--- src/rtl/fpu_pkg.sv ---
// Shared definitions for the uni floating-point format used across the FPU datapath.
// value = (-1)^sgn * (man_dn / 2^21) * 2^(exp - 31); mantissa carries an explicit leading bit.
package fpu_pkg;
  localparam int EXP_W = 6;
  localparam int MAN_W = 22;
  localparam int BIAS  = 31;

  localparam logic [EXP_W-1:0] EXP_MAX = 6'd63;
  localparam logic [MAN_W-1:0] MAN_ONE = 22'h200000;

  typedef struct packed {
    logic             sgn;
    logic [EXP_W-1:0] exp;
    logic [MAN_W-1:0] man_dn;
  } uni_t;
endpackage

--- src/rtl/fp_lzc.sv ---
// Combinational leading-zero counter; an all-zero input reports W.
// No state, no latency, no backpressure.
module fp_lzc #(
  parameter int W = 44,
  localparam int CW = $clog2(W + 1)
) (
  input  logic [W-1:0]  din,
  output logic [CW-1:0] cnt
);
  always_comb begin
    cnt = CW'(W);
    // Scanning upward lets the most significant set bit win.
    for (int i = 0; i < W; i++) begin
      if (din[i]) cnt = CW'(W - 1 - i);
    end
  end
endmodule

--- src/rtl/fp_alu.sv ---
// Pipelined uni-format add/multiply with truncation; result registered 3 edges after sampling.
// No backpressure: a new operation is accepted on every clock.
module fp_alu
  import fpu_pkg::*;
(
  input  logic             clk,
  input  logic             rst_n,
  input  logic             din_uni_a_sgn,
  input  logic [EXP_W-1:0] din_uni_a_exp,
  input  logic [MAN_W-1:0] din_uni_a_man_dn,
  input  logic             din_uni_b_sgn,
  input  logic [EXP_W-1:0] din_uni_b_exp,
  input  logic [MAN_W-1:0] din_uni_b_man_dn,
  input  logic             add_muln,
  output logic             dout_uni_y_sgn,
  output logic [EXP_W-1:0] dout_uni_y_exp,
  output logic [MAN_W-1:0] dout_uni_y_man_dn
);
  localparam int ALN_W = MAN_W + 3;
  localparam int PRD_W = 2 * MAN_W;
  localparam int LZ_W  = $clog2(PRD_W + 1);
  localparam int E_W   = EXP_W + 2;
  localparam logic signed [E_W-1:0] E_ADJ   = E_W'(BIAS - 1);
  localparam logic signed [E_W-1:0] EXP_LIM = E_W'(EXP_MAX);

  uni_t a, b;
  assign a = {din_uni_a_sgn, din_uni_a_exp, din_uni_a_man_dn};
  assign b = {din_uni_b_sgn, din_uni_b_exp, din_uni_b_man_dn};

  // S1: order addends by exponent, align the smaller one, form the product.
  logic                  swap, big_sgn, a_zero, b_zero;
  logic [EXP_W-1:0]      big_exp, dexp;
  logic [ALN_W-1:0]      big_ext, small_full, small_ext, lost_mask;
  logic signed [E_W-1:0] e0;

  assign a_zero = (a.man_dn == '0);
  assign b_zero = (b.man_dn == '0);

  always_comb begin
    swap       = (b.exp > a.exp) || ((b.exp == a.exp) && (b.man_dn > a.man_dn));
    big_exp    = swap ? b.exp : a.exp;
    big_sgn    = swap ? b.sgn : a.sgn;
    big_ext    = {(swap ? b.man_dn : a.man_dn), 3'b000};
    small_full = {(swap ? a.man_dn : b.man_dn), 3'b000};
    dexp       = swap ? (b.exp - a.exp) : (a.exp - b.exp);
    lost_mask  = ~({ALN_W{1'b1}} << dexp);
    small_ext  = (small_full >> dexp) | {{(ALN_W-1){1'b0}}, |(small_full & lost_mask)};
    // Both paths share one exponent convention: mantissa read from the top 22 bits of a 44-bit frame.
    e0 = add_muln ? ($signed(E_W'(big_exp)) + 8'sd1)
                  : ($signed(E_W'(a.exp)) + $signed(E_W'(b.exp)) - E_ADJ);
  end

  logic                  r1_add, r1_sub, r1_sgn, r1_zsgn;
  logic signed [E_W-1:0] r1_e0;
  logic [ALN_W-1:0]      r1_big, r1_small;
  logic [PRD_W-1:0]      r1_prod;

  always_ff @(posedge clk) begin
    if (!rst_n) begin
      r1_add   <= 1'b0;
      r1_sub   <= 1'b0;
      r1_sgn   <= 1'b0;
      r1_zsgn  <= 1'b0;
      r1_e0    <= '0;
      r1_big   <= '0;
      r1_small <= '0;
      r1_prod  <= '0;
    end else begin
      r1_add   <= add_muln;
      r1_sub   <= add_muln & (a.sgn ^ b.sgn);
      r1_sgn   <= add_muln ? big_sgn : (a.sgn ^ b.sgn);
      r1_zsgn  <= add_muln ? (a.sgn & b.sgn & a_zero & b_zero)
                           : ((a.sgn ^ b.sgn) & (a_zero | b_zero));
      r1_e0    <= e0;
      r1_big   <= big_ext;
      r1_small <= small_ext;
      r1_prod  <= PRD_W'(a.man_dn) * PRD_W'(b.man_dn);
    end
  end

  // S2: magnitude add/subtract, then leading-zero count on the common frame.
  logic [ALN_W:0]   sum;
  logic             neg;
  logic [PRD_W-1:0] frame;
  logic [LZ_W-1:0]  lz;

  always_comb begin
    // Denormal operands can make the aligned subtrahend the larger one.
    neg = r1_sub && (r1_small > r1_big);
    if (!r1_sub)  sum = {1'b0, r1_big} + {1'b0, r1_small};
    else if (neg) sum = {1'b0, r1_small - r1_big};
    else          sum = {1'b0, r1_big - r1_small};
    frame = r1_add ? {sum, {(PRD_W-ALN_W-1){1'b0}}} : r1_prod;
  end

  fp_lzc #(.W(PRD_W)) u_lzc (
    .din (frame),
    .cnt (lz)
  );

  logic                  r2_sgn, r2_zsgn;
  logic signed [E_W-1:0] r2_e0;
  logic [PRD_W-1:0]      r2_m;
  logic [LZ_W-1:0]       r2_lz;

  always_ff @(posedge clk) begin
    if (!rst_n) begin
      r2_sgn  <= 1'b0;
      r2_zsgn <= 1'b0;
      r2_e0   <= '0;
      r2_m    <= '0;
      r2_lz   <= '0;
    end else begin
      r2_sgn  <= r1_sgn ^ neg;
      r2_zsgn <= r1_zsgn;
      r2_e0   <= r1_e0;
      r2_m    <= frame;
      r2_lz   <= lz;
    end
  end

  // S3: normalize left without dropping the exponent below 0, or right-shift an underflowed product.
  logic [E_W-1:0]        shamt;
  logic [MAN_W-1:0]      man_n;
  logic signed [E_W-1:0] exp_n;

  always_comb begin
    shamt = '0;
    man_n = '0;
    exp_n = '0;
    if (r2_e0 < 0) begin
      shamt = E_W'(-r2_e0);
      man_n = r2_m[PRD_W-1 -: MAN_W] >> shamt;
    end else begin
      shamt = (E_W'(r2_lz) < $unsigned(r2_e0)) ? E_W'(r2_lz) : $unsigned(r2_e0);
      man_n = MAN_W'((r2_m << shamt) >> (PRD_W - MAN_W));
      exp_n = r2_e0 - $signed(shamt);
    end
  end

  always_ff @(posedge clk) begin
    if (!rst_n) begin
      dout_uni_y_sgn    <= 1'b0;
      dout_uni_y_exp    <= '0;
      dout_uni_y_man_dn <= '0;
    end else if (man_n == '0) begin
      dout_uni_y_sgn    <= r2_zsgn;
      dout_uni_y_exp    <= '0;
      dout_uni_y_man_dn <= '0;
    end else if (exp_n > EXP_LIM) begin
      dout_uni_y_sgn    <= r2_sgn;
      dout_uni_y_exp    <= EXP_MAX;
      dout_uni_y_man_dn <= '1;
    end else begin
      dout_uni_y_sgn    <= r2_sgn;
      dout_uni_y_exp    <= exp_n[EXP_W-1:0];
      dout_uni_y_man_dn <= man_n;
    end
  end
endmodule

--- config.mk ---
export PLATFORM = sky130hd
export DESIGN_NAME = fp_alu
export DESIGN_NICKNAME = d
export VERILOG_FILES = /design/src/rtl/fpu_pkg.sv /design/src/rtl/fp_lzc.sv /design/src/rtl/fp_alu.sv
export SDC_FILE = /design/constraint.sdc
export NUM_CORES = 2
export LEC_CHECK = 0
export ABC_CLOCK_PERIOD_IN_PS = 12280
export BUFFER_PORTS_ARGS = -buffer_cell sky130_fd_sc_hd__buf_2
export CORE_UTILIZATION = 58
export CTS_BUF_LIST = sky130_fd_sc_hd__clkbuf_4 sky130_fd_sc_hd__clkbuf_8 sky130_fd_sc_hd__clkbuf_16
export DETAILED_ROUTE_END_ITERATION = 10
export HOLD_SLACK_MARGIN = 0.05
export PLACE_DENSITY = 0.85
export SYNTH_ARGS = -nofsm -noshare
export SYNTH_HDL_FRONTEND = slang
export SYNTH_SLANG_ARGS = --single-unit
--- constraint.sdc ---
create_clock -name clk -period 12.28 [get_ports clk]
set_input_delay 2.456 -clock clk [delete_from_list [all_inputs] [get_ports clk]]
set_output_delay 2.456 -clock clk [all_outputs]
set_load 0.05 [all_outputs]
Word level (Yosys, flattened, before mapping). Index checks and enable logic that the tools add are counted.

Register bits after elaboration: 195. Bits of input ports: 61. Output and inout port bits: 29. Logic and storage cells: 130.

$add $sub $neg: 10. $mul: 1. Magnitude comparators: 6. Equality and inequality tests: 1. Shifts and indexed selects: 4. Muxes and demuxes: 60. Bitwise logic cells: 12. Reduce and logical (&&, ||, !) cells: 14.

Operators by type and width (number): two-way mux 22 bit (4); two-way mux 5 bit (16); zero test 22 bit (3); two-way mux 4 bit (16); subtractor 25 bit (2); multiplier 22 x 22 -> 44 bit (1); two-way mux 44 bit (1); << shifter 44 x 8 -> 44 bit (1); OR reduction 33 bit (1); adder 25 x 25 -> 26 bit (1); two-way mux 26 bit (1); AND 25 bit (1); > comparator 25 bit (1); two-way mux 25 bit (1); inverter 25 bit (1); OR 25 x 1 -> 25 bit (1); OR reduction 25 bit (1); << shifter 25 x 6 -> 25 bit (first input constant) (1); right shift 25 x 6 -> 25 bit (1); two-way mux 3 bit (8); two-way mux 8 bit (3); > comparator 22 bit (1); right shift 22 x 8 -> 22 bit (1); two-way mux 6 bit (3); other kinds (24) (37).

Logic depth before layout (Yosys ltp).
Depth after elaboration: 48. Gate-level depth with buffers: 32. Gate-level depth less buffers: 30.

By module. A second synthesis with hierarchy kept.

Cells, all modules: 4471. Area, all modules: 35515.3 um^2.

By module, submodules not included: fp_alu (instances 1, cells an instance 4379, area an instance 35004.8 um^2); fp_lzc (instances 1, cells an instance 92, area an instance 510.5 um^2).

Worst setup path before layout. No wires, ideal clock.

Kind: in2reg. Start point: input din_uni_b_man_dn[7]. End point: register r1_prod[43]. Setup time: 128 ps. Arrival: 9152 ps. Data required time: 12152 ps. Path slack: 3000 ps. Cell stages on the path: 28. Path through: clkbuf_1 -> clkbuf_1 -> nand2_1 -> fa_1 -> inv_1 -> fa_1 -> inv_1 -> fa_1 -> inv_1 -> fa_1 -> inv_1 -> fa_1 -> inv_1 -> fa_1 -> inv_1 -> fa_1 -> inv_1 -> ha_1 -> or3_1 -> o31ai_1 -> a21oi_1 -> o41ai_1 -> a211oi_1 -> o21ai_0 -> o21ai_0 -> a21oi_1 -> xnor2_1 -> nor2_1.

Longest elaborated chain between the ends: 1.

RTL lines: from (decl) (RTL line fp_alu.sv:13) `input logic [MAN_W-1:0] din_uni_b_man_dn,`; multiplier 22 x 22 -> 44 bit (RTL line fp_alu.sv:77) `r1_prod <= PRD_W'(a.man_dn) * PRD_W'(b.man_dn);`; to (signal assigned) (RTL line fp_alu.sv:77); to (decl) (RTL line fp_alu.sv:56) `logic [PRD_W-1:0] r1_prod;`.

Every way passes these cells. A chain may end at the register's enable or synchronous reset.

Worst setup path after layout.
Start point: input din_uni_b_man_dn[10]. End point: register r1_prod[43].

Same word-level chain as after synthesis.

==> out/metrics.cfg <==
[run_status]
status=complete, no violations

[route]
drc=0
vias=29900
drt-wirelength-per-cell_um=22.0
firstDrtPassIters=6
drt_iter0_drc=3320
drtAntennaViolNets=0
routed_via_density=6.28
routed_wl_um=105000

[layout]
layout-drive-gt1-share=0.0599
syn_to_final_growth_pct=4.13
layout_common_cells=597 x inv_1, 485 x nand2_1, 403 x fa_1, 304 x ha_1, 294 x nor2_1
final_common_cell=inv_1
nNetsFinal=4762

[floorplan]
die_width_um=241
die_area_um2=58000
start_util=0.586
die_h_um=241
core_um2=56400
rows=87
io_pins=90

[min_path]
hold_class=register to register
worstHoldStart=r1_e0[2]

[yosys]
synthCells=4089
ys_types=98
async_flop_share=0
synth_edf_count=0
synth_top_flop_cell=dfxtp_1
ys_warn_count=0
synth_area_um2=33100
yosysSeqAreaShare=0.116
syn_area_per_cell_um2=8.09
ys_ff_latch=192
synth_fp_nets=4857

[sta]
setup_tns_ns=0
skew_ns=0.0102
final-setup-viol-count=0
slew_headroom=0.318
finalHoldViolCount=0
rsz0062_at_grt=no
period_share=0.812
maxSlewViolCount=0
tightest_slew_ns=1.01
fin_crit_ns=9.97
fmaxAchievable_mhz=100

[clock_network]
h-tree-depth=4
clockBufferDepth=2
worstSkewPairLatency_ns=0.47
cts.sinks=192
cts-hold-fix-buffers=0
cts_tree=done
cts_root_buf=clkbuf_16
clkTransAtPathRegs_ns=0.08
post_cts_resized=0
post_cts_buffers=0
cts_inserted_buffers=17

[global_routing]
grt_overflow=0
track_usage=0.368
first_global_vias=30200
antenna_found_initial=6
grt_pass1_wl_um=165000
grt_max_degree=69

[job]
drv_cap=0

[setup_path]
critPathKind=primary input to register
cp-end-kind=register
critPathMaxFanout=27
start_kind=primary input
crit_path_start=din_uni_b_man_dn[10]
r2r_start=r2_e0[2]
worst_ep_arrival_time_ns=10.30
worst_ep_required_time_ns=12.61

[place]
portBuffers=89
hpwlAfterDp_um=79400
place.gp.congestion=1.02

cells in the mapped netlist, types with 7 or more instances:
cell type / n / share of area
a211oi_1: 35 / 0.0079
a21boi_0: 15 / 0.0034
a21o_1: 54 / 0.012
a21oi_1: 198 / 0.030
a221oi_1: 15 / 0.0040
a22oi_1: 9 / 0.0020
a311oi_1: 12 / 0.0032
a31oi_1: 30 / 0.0057
and2_1: 182 / 0.034
and3_1: 40 / 0.0076
buf_1: 19 / 0.0022
buf_2: 19 / 0.0029
clkbuf_1: 192 / 0.022
dfxtp_1: 192 / 0.12
fa_1: 403 / 0.24
ha_1: 304 / 0.12
inv_1: 597 / 0.068
mux2_2: 31 / 0.011
mux2i_1: 181 / 0.055
mux4_2: 11 / 0.0075
nand2_1: 485 / 0.055
nand2b_1: 18 / 0.0034
nand3_1: 87 / 0.013
nand4_1: 31 / 0.0059
nor2_1: 294 / 0.033
nor2b_1: 27 / 0.0051
nor3_1: 83 / 0.013
nor4_1: 21 / 0.0040
o211ai_1: 40 / 0.0091
o21a_1: 13 / 0.0030
o21ai_0: 114 / 0.017
o21bai_1: 26 / 0.0059
o221ai_1: 10 / 0.0026
o22ai_1: 19 / 0.0036
o31ai_1: 35 / 0.0079
o32ai_1: 7 / 0.0019
or2_2: 10 / 0.0019
or3_1: 19 / 0.0036
xnor2_1: 62 / 0.016
xor2_1: 17 / 0.0045
area by class of cell:
cell class,count,area (um^2)
Multi-Input combinational cell,3055,26000
Fill cell,4926,22000
Sequential cell,192,3840
Inverter,601,2260
Tap cell,756,946
Timing Repair Buffer,127,731
Clock buffer,18,439
Clock inverter,14,169
Antenna cell,5,12.5
flip-flops by register name, summed over array words and instances, names as in the netlist:
signal,count
r2_lz,6
r1_zsgn,1
r1_sub,1
r1_e0,8
dout_uni_y_sgn,1
dout_uni_y_man_dn,22
r2_sgn,1
dout_uni_y_exp,6
r1_small,25
r2_e0,8
r2_zsgn,1
r1_big,22
r1_prod,44
r2_m,44
r1_add,1
r1_sgn,1
critical path, stage by stage:
cell and delay (ns):
buf_2 0.58, ha_1 0.28, inv_1 0.06, fa_1 0.54, inv_1 0.06, fa_1 0.48, inv_1 0.06, fa_1 0.50
inv_1 0.06, fa_1 0.53, inv_1 0.05, fa_1 0.47, inv_1 0.05, fa_1 0.47, inv_1 0.05, fa_1 0.48
inv_1 0.04, ha_1 0.21, or3_1 0.35, o31ai_1 0.41, a21oi_1 0.19, o41ai_1 0.94, a211oi_1 0.20, o21ai_0 0.27
o21ai_0 0.10, a21oi_1 0.19, xnor2_1 0.14, nor2_1 0.05
metal layers:
metal,GRT usage,wire length (um),up-vias
li1,-,-,13300
met1,0.458,40100,14300
met2,0.598,48200,1862
met3,0.0740,10700,440
met4,0.206,6040,4
met5,0,23,-
logic make-up after synthesis:
group | Yosys count | share of synthesized area
AND/OR/NAND/NOR | 1324 | 0.187
buffers and inverters | 842 | 0.0982
AO/OA/AOI/OAI | 719 | 0.144
adder cells (fa/ha/maj) | 708 | 0.359
multiplexers | 225 | 0.0736
flip-flops | 192 | 0.116
XOR/XNOR | 79 | 0.0209
final timing paths:
kind / end / cells after the start / slack, ns
max: r1_prod[43] / 28 / 2.31
min: r2_e0[2] / 1 / 0.43
max reg2reg: dout_uni_y_exp[5] / 16 / 5.87
min reg2reg: r2_e0[2] / 1 / 0.43
through the flow:
| stage | worst slack, ns | utilization | hold slack, ns | cell area (um^2) | instances |
|---|---|---|---|---|---|
| after global routing | 1.97 | 0.611 | 0.453 | 34400 | 4767 |
| after floorplan | 3.00 | - | 0.412 | 33100 | 4089 |
| after detailed placement | 1.93 | 0.600 | 0.420 | 33800 | 4731 |
| after CTS | 2.43 | 0.610 | 0.437 | 34400 | 4763 |
| final | 2.31 | 0.611 | 0.435 | 34400 | 4768 |
| after global placement | 2.09 | 0.600 | 0.413 | 33800 | 4731 |
Power is not shown: default switching activity piles up to over one toggle a cycle in this logic, so the estimate is an artifact.
